$ cat config.mk
export PLATFORM = sky130hd
export DESIGN_NAME = fetch_queue_flat
export DESIGN_NICKNAME = d
export VERILOG_FILES = /design/src/rtl/fetch_queue_if.sv /design/src/rtl/fetch_queue.sv /design/src/flat_wrapper.sv
export SDC_FILE = /design/constraint.sdc
export NUM_CORES = 1
export LEC_CHECK = 0
export ABC_AREA = 0
export CAP_MARGIN = 20
export CORE_MARGIN = 4
export CORE_UTILIZATION = 35
export DETAILED_ROUTE_END_ITERATION = 10
export SKIP_LAST_GASP = 1
export SLEW_MARGIN = 20
export SYNTH_ARGS = -nofsm -noshare
export SYNTH_HDL_FRONTEND = slang
export SYNTH_SLANG_ARGS = --single-unit
$ cat constraint.sdc
create_clock -name clk -period 7.3 [get_ports clk]
set_input_delay 1.095 -clock clk [delete_from_list [all_inputs] [get_ports clk]]
set_output_delay 1.095 -clock clk [all_outputs]
set_load 0.03 [all_outputs]
$ cat src/rtl/fetch_queue_if.sv
// Fetch-queue bundle: imem fetch port, redirect request and the Decode-side head handshake.
// The queue takes the master view; imem/Decode/redirect source take the slave view.
interface fetch_queue_if #(
    parameter int XLEN  = 32,
    parameter int DEPTH = 4
);
    localparam int CNT_W = $clog2(DEPTH + 1);

    logic [XLEN-1:0]  imem_addr;
    logic [31:0]      imem_rdata;
    logic             redirect;
    logic [XLEN-1:0]  redirect_pc;
    logic             instr_valid;
    logic             instr_ready;
    logic [31:0]      instr;
    logic [XLEN-1:0]  instr_pc;
    logic [XLEN-1:0]  instr_pc4;
    logic [CNT_W-1:0] count;
    logic             full;

    modport master (
        output imem_addr,
        input  imem_rdata,
        input  redirect,
        input  redirect_pc,
        output instr_valid,
        input  instr_ready,
        output instr,
        output instr_pc,
        output instr_pc4,
        output count,
        output full
    );

    modport slave (
        input  imem_addr,
        output imem_rdata,
        output redirect,
        output redirect_pc,
        input  instr_valid,
        output instr_ready,
        input  instr,
        input  instr_pc,
        input  instr_pc4,
        input  count,
        input  full
    );
endinterface

$ cat src/rtl/fetch_queue.sv
// Decoupled instruction-fetch buffer: owns the fetch PC, prefetches one word per cycle
// into a DEPTH-entry first-word-fall-through FIFO, and flushes/redirects on a taken branch.
module fetch_queue #(
    parameter int              XLEN     = 32,
    parameter int              DEPTH    = 4,
    parameter logic [XLEN-1:0] RESET_PC = '0
) (
    input  logic          clk,
    input  logic          reset,
    fetch_queue_if.master bus
);
    localparam int              PTR_W    = $clog2(DEPTH);
    localparam int              CNT_W    = $clog2(DEPTH + 1);
    localparam logic [31:0]     NOP      = 32'h0000_0013;
    localparam logic [CNT_W-1:0] FULL_CNT = CNT_W'(DEPTH);
    localparam logic [XLEN-1:0] PC_STEP  = XLEN'(4);
    localparam logic [XLEN-1:0] ALIGN    = {{(XLEN-2){1'b1}}, 2'b00};

    logic [PTR_W-1:0] rd_ptr_q, rd_ptr_d;
    logic [PTR_W-1:0] wr_ptr_q, wr_ptr_d;
    logic [CNT_W-1:0] count_q, count_d;
    logic [XLEN-1:0]  pc_q, pc_d;

    logic [XLEN-1:0]  pc_mem_q    [DEPTH];
    logic [31:0]      instr_mem_q [DEPTH];

    logic head_valid;
    logic full;
    logic deq;
    logic enq;

    assign head_valid = (count_q != '0);
    assign full       = (count_q == FULL_CNT);
    assign deq        = head_valid & bus.instr_ready;
    // A full queue may still accept the new word when the head leaves in the same cycle.
    assign enq        = ~bus.redirect & (~full | deq);

    always_comb begin
        rd_ptr_d = rd_ptr_q;
        wr_ptr_d = wr_ptr_q;
        count_d  = count_q;
        pc_d     = pc_q;
        if (bus.redirect) begin
            rd_ptr_d = '0;
            wr_ptr_d = '0;
            count_d  = '0;
            pc_d     = bus.redirect_pc & ALIGN;
        end else begin
            if (enq) begin
                wr_ptr_d = wr_ptr_q + PTR_W'(1);
                pc_d     = pc_q + PC_STEP;
            end
            if (deq) begin
                rd_ptr_d = rd_ptr_q + PTR_W'(1);
            end
            unique case ({enq, deq})
                2'b10:   count_d = count_q + CNT_W'(1);
                2'b01:   count_d = count_q - CNT_W'(1);
                default: count_d = count_q;
            endcase
        end
    end

    always_ff @(posedge clk or negedge reset) begin
        if (!reset) begin
            rd_ptr_q <= '0;
            wr_ptr_q <= '0;
            count_q  <= '0;
            pc_q     <= RESET_PC;
        end else begin
            rd_ptr_q <= rd_ptr_d;
            wr_ptr_q <= wr_ptr_d;
            count_q  <= count_d;
            pc_q     <= pc_d;
        end
    end

    // Payload storage is not reset; the head is only exposed while count is non-zero.
    always_ff @(posedge clk) begin
        if (enq) begin
            pc_mem_q[wr_ptr_q]    <= pc_q;
            instr_mem_q[wr_ptr_q] <= bus.imem_rdata;
        end
    end

    assign bus.imem_addr   = pc_q;
    assign bus.instr_valid = head_valid;
    assign bus.instr       = head_valid ? instr_mem_q[rd_ptr_q] : NOP;
    assign bus.instr_pc    = head_valid ? pc_mem_q[rd_ptr_q] : '0;
    assign bus.instr_pc4   = head_valid ? (pc_mem_q[rd_ptr_q] + PC_STEP) : '0;
    assign bus.count       = count_q;
    assign bus.full        = full;
endmodule

$ cat src/flat_wrapper.sv
// flat-port wrapper written by rule: the top's interface ports become plain ports
module fetch_queue_flat 
#(
    parameter int              XLEN     = 32,
    parameter int              DEPTH    = 4,
    parameter logic [XLEN-1:0] RESET_PC = '0
)
  (clk, reset, bus_imem_addr, bus_imem_rdata, bus_redirect, bus_redirect_pc, bus_instr_valid, bus_instr_ready, bus_instr, bus_instr_pc, bus_instr_pc4, bus_count, bus_full);
  fetch_queue_if #(.XLEN(XLEN), .DEPTH(DEPTH)) bus_i ();
  input  logic clk;
  input  logic reset;
  output wire logic [$bits(bus_i.imem_addr)-1:0] bus_imem_addr;
  input wire logic [$bits(bus_i.imem_rdata)-1:0] bus_imem_rdata;
  input wire logic [$bits(bus_i.redirect)-1:0] bus_redirect;
  input wire logic [$bits(bus_i.redirect_pc)-1:0] bus_redirect_pc;
  output wire logic [$bits(bus_i.instr_valid)-1:0] bus_instr_valid;
  input wire logic [$bits(bus_i.instr_ready)-1:0] bus_instr_ready;
  output wire logic [$bits(bus_i.instr)-1:0] bus_instr;
  output wire logic [$bits(bus_i.instr_pc)-1:0] bus_instr_pc;
  output wire logic [$bits(bus_i.instr_pc4)-1:0] bus_instr_pc4;
  output wire logic [$bits(bus_i.count)-1:0] bus_count;
  output wire logic [$bits(bus_i.full)-1:0] bus_full;
  assign bus_imem_addr = bus_i.imem_addr;
  assign bus_i.imem_rdata = bus_imem_rdata;
  assign bus_i.redirect = bus_redirect;
  assign bus_i.redirect_pc = bus_redirect_pc;
  assign bus_instr_valid = bus_i.instr_valid;
  assign bus_i.instr_ready = bus_instr_ready;
  assign bus_instr = bus_i.instr;
  assign bus_instr_pc = bus_i.instr_pc;
  assign bus_instr_pc4 = bus_i.instr_pc4;
  assign bus_count = bus_i.count;
  assign bus_full = bus_i.full;
  fetch_queue #(.XLEN(XLEN), .DEPTH(DEPTH), .RESET_PC(RESET_PC)) u_core (.clk(clk), .reset(reset), .bus(bus_i));
endmodule
==> results.cfg <==
[run_status]
result_of_the_run = finished, final reports clean

[worst_hold_path]
worst_min_path_start = u_core.wr_ptr_q[1]
timing.hold.worst_path_depth = 2
hold_path_end = u_core.wr_ptr_q[1]
holdCritPathClass = register to register

[synthesis]
synth.avg_cell_area_um2 = 16.0
post_synth_main_area_contributors = sky130_fd_sc_hd__edfxtp_1 (60%), sky130_fd_sc_hd__mux4_2 (9.3%), sky130_fd_sc_hd__dfrtp_1 (7.5%)
flip_flop_and_latch_count_after_synthesis = 285
synth_top_area_cell = sky130_fd_sc_hd__edfxtp_1
total_number_of_yosys_warnings = 0
postSynth.asyncResetShare_pct = 13.0
most_used_dff_post_synth = sky130_fd_sc_hd__edfxtp_1
synth_edf_count = 248
synth.distinct_cells = 48
postSynthCellCount = 770
synth_area_um2 = 12300
synth_sequential_area_ratio_pct = 67.9
post-synth-top-area-fraction_pct = 60.4

[grt]
global_route.usage.total_pct = 15.0
vias_in_the_first_global_route = 7576
grt_first_pass_wirelength_mm = 45.0
grt_max_degree = 63
grt_antenna_before_repair = 0
overflow_left_after_global_routing = 0

[setup_path]
worst_path_max_fanout = 24
worstSetupStartpointType = register
worst_path_max_delay_cell = sky130_fd_sc_hd__clkdlybuf4s50_1
r2r_setup_slack_ns = 4.37
crit_start = u_core.rd_ptr_q[0]
worst_ep_required_time_ns = 6.20
path_cells = mux4_1 > ha_1 > and4_1 > nand4_1 > or3_1 > a21oi_1 > clkdlybuf4s50_1
timing.critical_path.arrival_ns = 4.33
critPathBufInv = 1
criticalPathCategory = register to output pin
cp_top_family = simple AND/OR/NAND/NOR gates
worst_r2r_endpoint = u_core.bus.count[1]
crit_path_max_incr_delay_ns = 0.76
cp-end-kind = output pin
reg2reg_depth = 8
critical_path.reg2reg.startpoint = u_core.bus.count[1]

[clock_network]
max-clock-path-buffers = 3
number_of_instances_resized_during_post_cts_repair = 0
htreeDepth = 1
numCtsBuffers = 31
cts_post_setup_buffers_inserted = 0
number_of_hold_repair_buffers_added_at_the_cts_stage = 0
cts.sink_count = 285
clk_root_buffer_cell = sky130_fd_sc_hd__clkbuf_16
path_clk_slew_ns = 0.06
clkLatencyLatePin_ns = 0.55
clock_tree_from_tritoncts = done

[place]
detailed_place.area_um2 = 14600
place_inst = 1381
placement_stage_worst_setup_slack_ns = 2.41
gp_routability_congestion = 0.735
post-dp-hpwl_mm = 18.5
buffer_ports.inserted = 192

[drt]
initialDrtViolationCount = 347
dr_wl_met3_mm = 1.91
met2WireLength_mm = 13.6
top_layer = met4
vias = 7195
drc_errors = 0
wirelength_met1_mm = 13.3
detail_route.wirelength_mm = 29.5
detail_route.wl_per_cell_um = 20.5
vias_per_cell = 5.00
route.antenna.remaining_nets = 0
drt_pass1_iterations = 4

[pwr]
swShare_pct = 34.5
irDropWorstVdd_v = 0.000204
clock_power_share_pct = 27.8
p_leak_nw = 5.15
power.internal_w = 0.00380
seq_power_share_pct = 35.3
power.combinational.fraction_pct = 36.9
p_per_area_nw_per_um2 = 370
switchingPower_w = 0.00201

[sta]
slew_violations = 0
fin_worst_hold_slack_ns = 0.590
final_hold_viol_count = 0
rsz0062_at_grt = false
max-slew-margin-rel_pct = 30.1
worst_clock_skew_ns = 0.0121
setup-tns-final_ns = 0
worst-slew-pin-transition_ns = 1.05
setup-violations-final = 0
setup_ws_ns = 1.88
max_freq_ghz = 0.184
layout_min_cycle_time_ns = 5.42
fraction_of_the_cycle_the_final_worst_path_needs_pct = 74.3

[cells_and_area]
top_library_cells_by_usage_in_the_layout_fill_and_taps_aside = sky130_fd_sc_hd__edfxtp_1 (248), sky130_fd_sc_hd__clkdlybuf4s50_1 (190), sky130_fd_sc_hd__and2_1 (62)
post-route-cell-area_um2 = 15700
mostFrequentLayoutCell = sky130_fd_sc_hd__edfxtp_1
drive_above_1_share_pct = 13.4
antennaDiodeCount = 0
stdcell_count = 1438
area.growth.synth_to_final_pct = 27.3
final_nets = 1034
num-fill-cells = 3084

[floorplanning]
num_io_pins = 201
initial_core_utilization_pct = 35.6
coreArea_um2 = 34600
chip_height_um = 196
die_area_um2 = 38300
placementRows = 68
chipWidth_um = 196

[run]
max_cap_violations = 0
[synthesized netlist by cell type, types with 2 or more instances]
cell	number
sky130_fd_sc_hd__ha_1	6
sky130_fd_sc_hd__and2_1	62
sky130_fd_sc_hd__nand4_1	13
sky130_fd_sc_hd__or3_1	11
sky130_fd_sc_hd__a21oi_1	9
sky130_fd_sc_hd__mux4_1	11
sky130_fd_sc_hd__or4_1	3
sky130_fd_sc_hd__buf_2	7
sky130_fd_sc_hd__xnor2_1	24
sky130_fd_sc_hd__o21ai_0	36
sky130_fd_sc_hd__mux2_2	5
sky130_fd_sc_hd__buf_6	2
sky130_fd_sc_hd__buf_4	10
sky130_fd_sc_hd__inv_2	2
sky130_fd_sc_hd__nor4_2	3
sky130_fd_sc_hd__and3_1	9
sky130_fd_sc_hd__and4_1	5
sky130_fd_sc_hd__nand3_1	24
sky130_fd_sc_hd__or2_2	3
sky130_fd_sc_hd__clkbuf_1	23
sky130_fd_sc_hd__nand2_1	48
sky130_fd_sc_hd__buf_1	2
sky130_fd_sc_hd__inv_1	10
sky130_fd_sc_hd__nand2b_1	2
sky130_fd_sc_hd__and4_4	2
sky130_fd_sc_hd__nor2_1	42
sky130_fd_sc_hd__nor4_1	9
sky130_fd_sc_hd__xor2_1	14
sky130_fd_sc_hd__edfxtp_1	248
sky130_fd_sc_hd__mux4_2	51
sky130_fd_sc_hd__a31oi_1	4
sky130_fd_sc_hd__nor3_1	14
sky130_fd_sc_hd__dfrtp_1	37
sky130_fd_sc_hd__mux2_1	5
[power groups by stage]
stage	sequential [W]	combinational [W]	clock [W]
after global routing	0.00207	0.00228	0.00173
after CTS	0.00206	0.00218	0.00166
final	0.00205	0.00214	0.00161
after floorplan	0.00207	0.00132	0
after global placement	0.00208	0.00217	0
after detailed placement	0.00209	0.00218	0
[metal layers]
metal | vias to the layer above | track usage (%)
met5 | - | 0
met4 | 0 | 3.34
met3 | 40 | 3.54
met2 | 214 | 23.8
met1 | 3614 | 21.3
li1 | 3327 | -
[through the flow]
step	util (%)	total power, W
after floorplan	-	0.00339
after global placement	42.3	0.00426
after detailed placement	42.3	0.00427
after CTS	45.3	0.00590
after global routing	45.3	0.00609
final	45.3	0.00581
[logic make-up (layout without fill, tap and decap cells)]
logic type                 after synthesis  in the layout  synth area share, %
AOI/OAI and AO/OA                       51             51                 2.17
xor gates and xnor gates                38             38                 2.70
adders and majority gates                7              7                0.771
buffers and inverters                   57            265                 2.36
DFF                                    285            285                 67.9
muxes                                   73             73                 12.7
other                                    1              6               0.0304
and+or+nand+nor                        258            258                 11.4
[worst register-to-register path, delay by kind of cell (launching register included)]
family | cells | cell delay, ns
buf+inv | 2 | 1.06
compound gates | 2 | 0.26
simple gates | 3 | 0.49
flops | 1 | 0.54
fa+ha+maj | 1 | 0.44
[state kept, by name (all words and copies together), names as in the netlist]
register              count
u_core.rd_ptr_q           2
u_core.bus.imem_addr     30
u_core.bus.count          3
u_core.pc_mem_q         120
u_core.instr_mem_q      128
u_core.wr_ptr_q           2
[area by class of cell]
cell class / instances / area [um^2] / share of cell area, %
multi-input cells: 433 / 3710 / 23.6
clock buffers: 35 / 791 / 5.04
inverters: 12 / 45.0 / 0.287
repair buffers: 196 / 1940 / 12.4
flip-flops and latches: 285 / 8380 / 53.4
well taps: 455 / 569 / 3.63
clock inverters: 22 / 264 / 1.68
[how the worst max path moves through the flow]
stage | end | slack [ns] | depth (start not counted)
after CTS | bus_instr_pc4[27] | 1.81 | 7
after detailed placement | bus_instr_pc4[27] | 2.41 | 7
after global routing | bus_instr_pc4[29] | 1.59 | 7
after global placement | bus_instr_pc4[27] | 2.43 | 7
final | bus_instr_pc4[28] | 1.88 | 7
after floorplan | u_core.instr_mem_q[0][0] | 3.54 | 5
No activity file was read; power rests on OpenSTA's default activity.
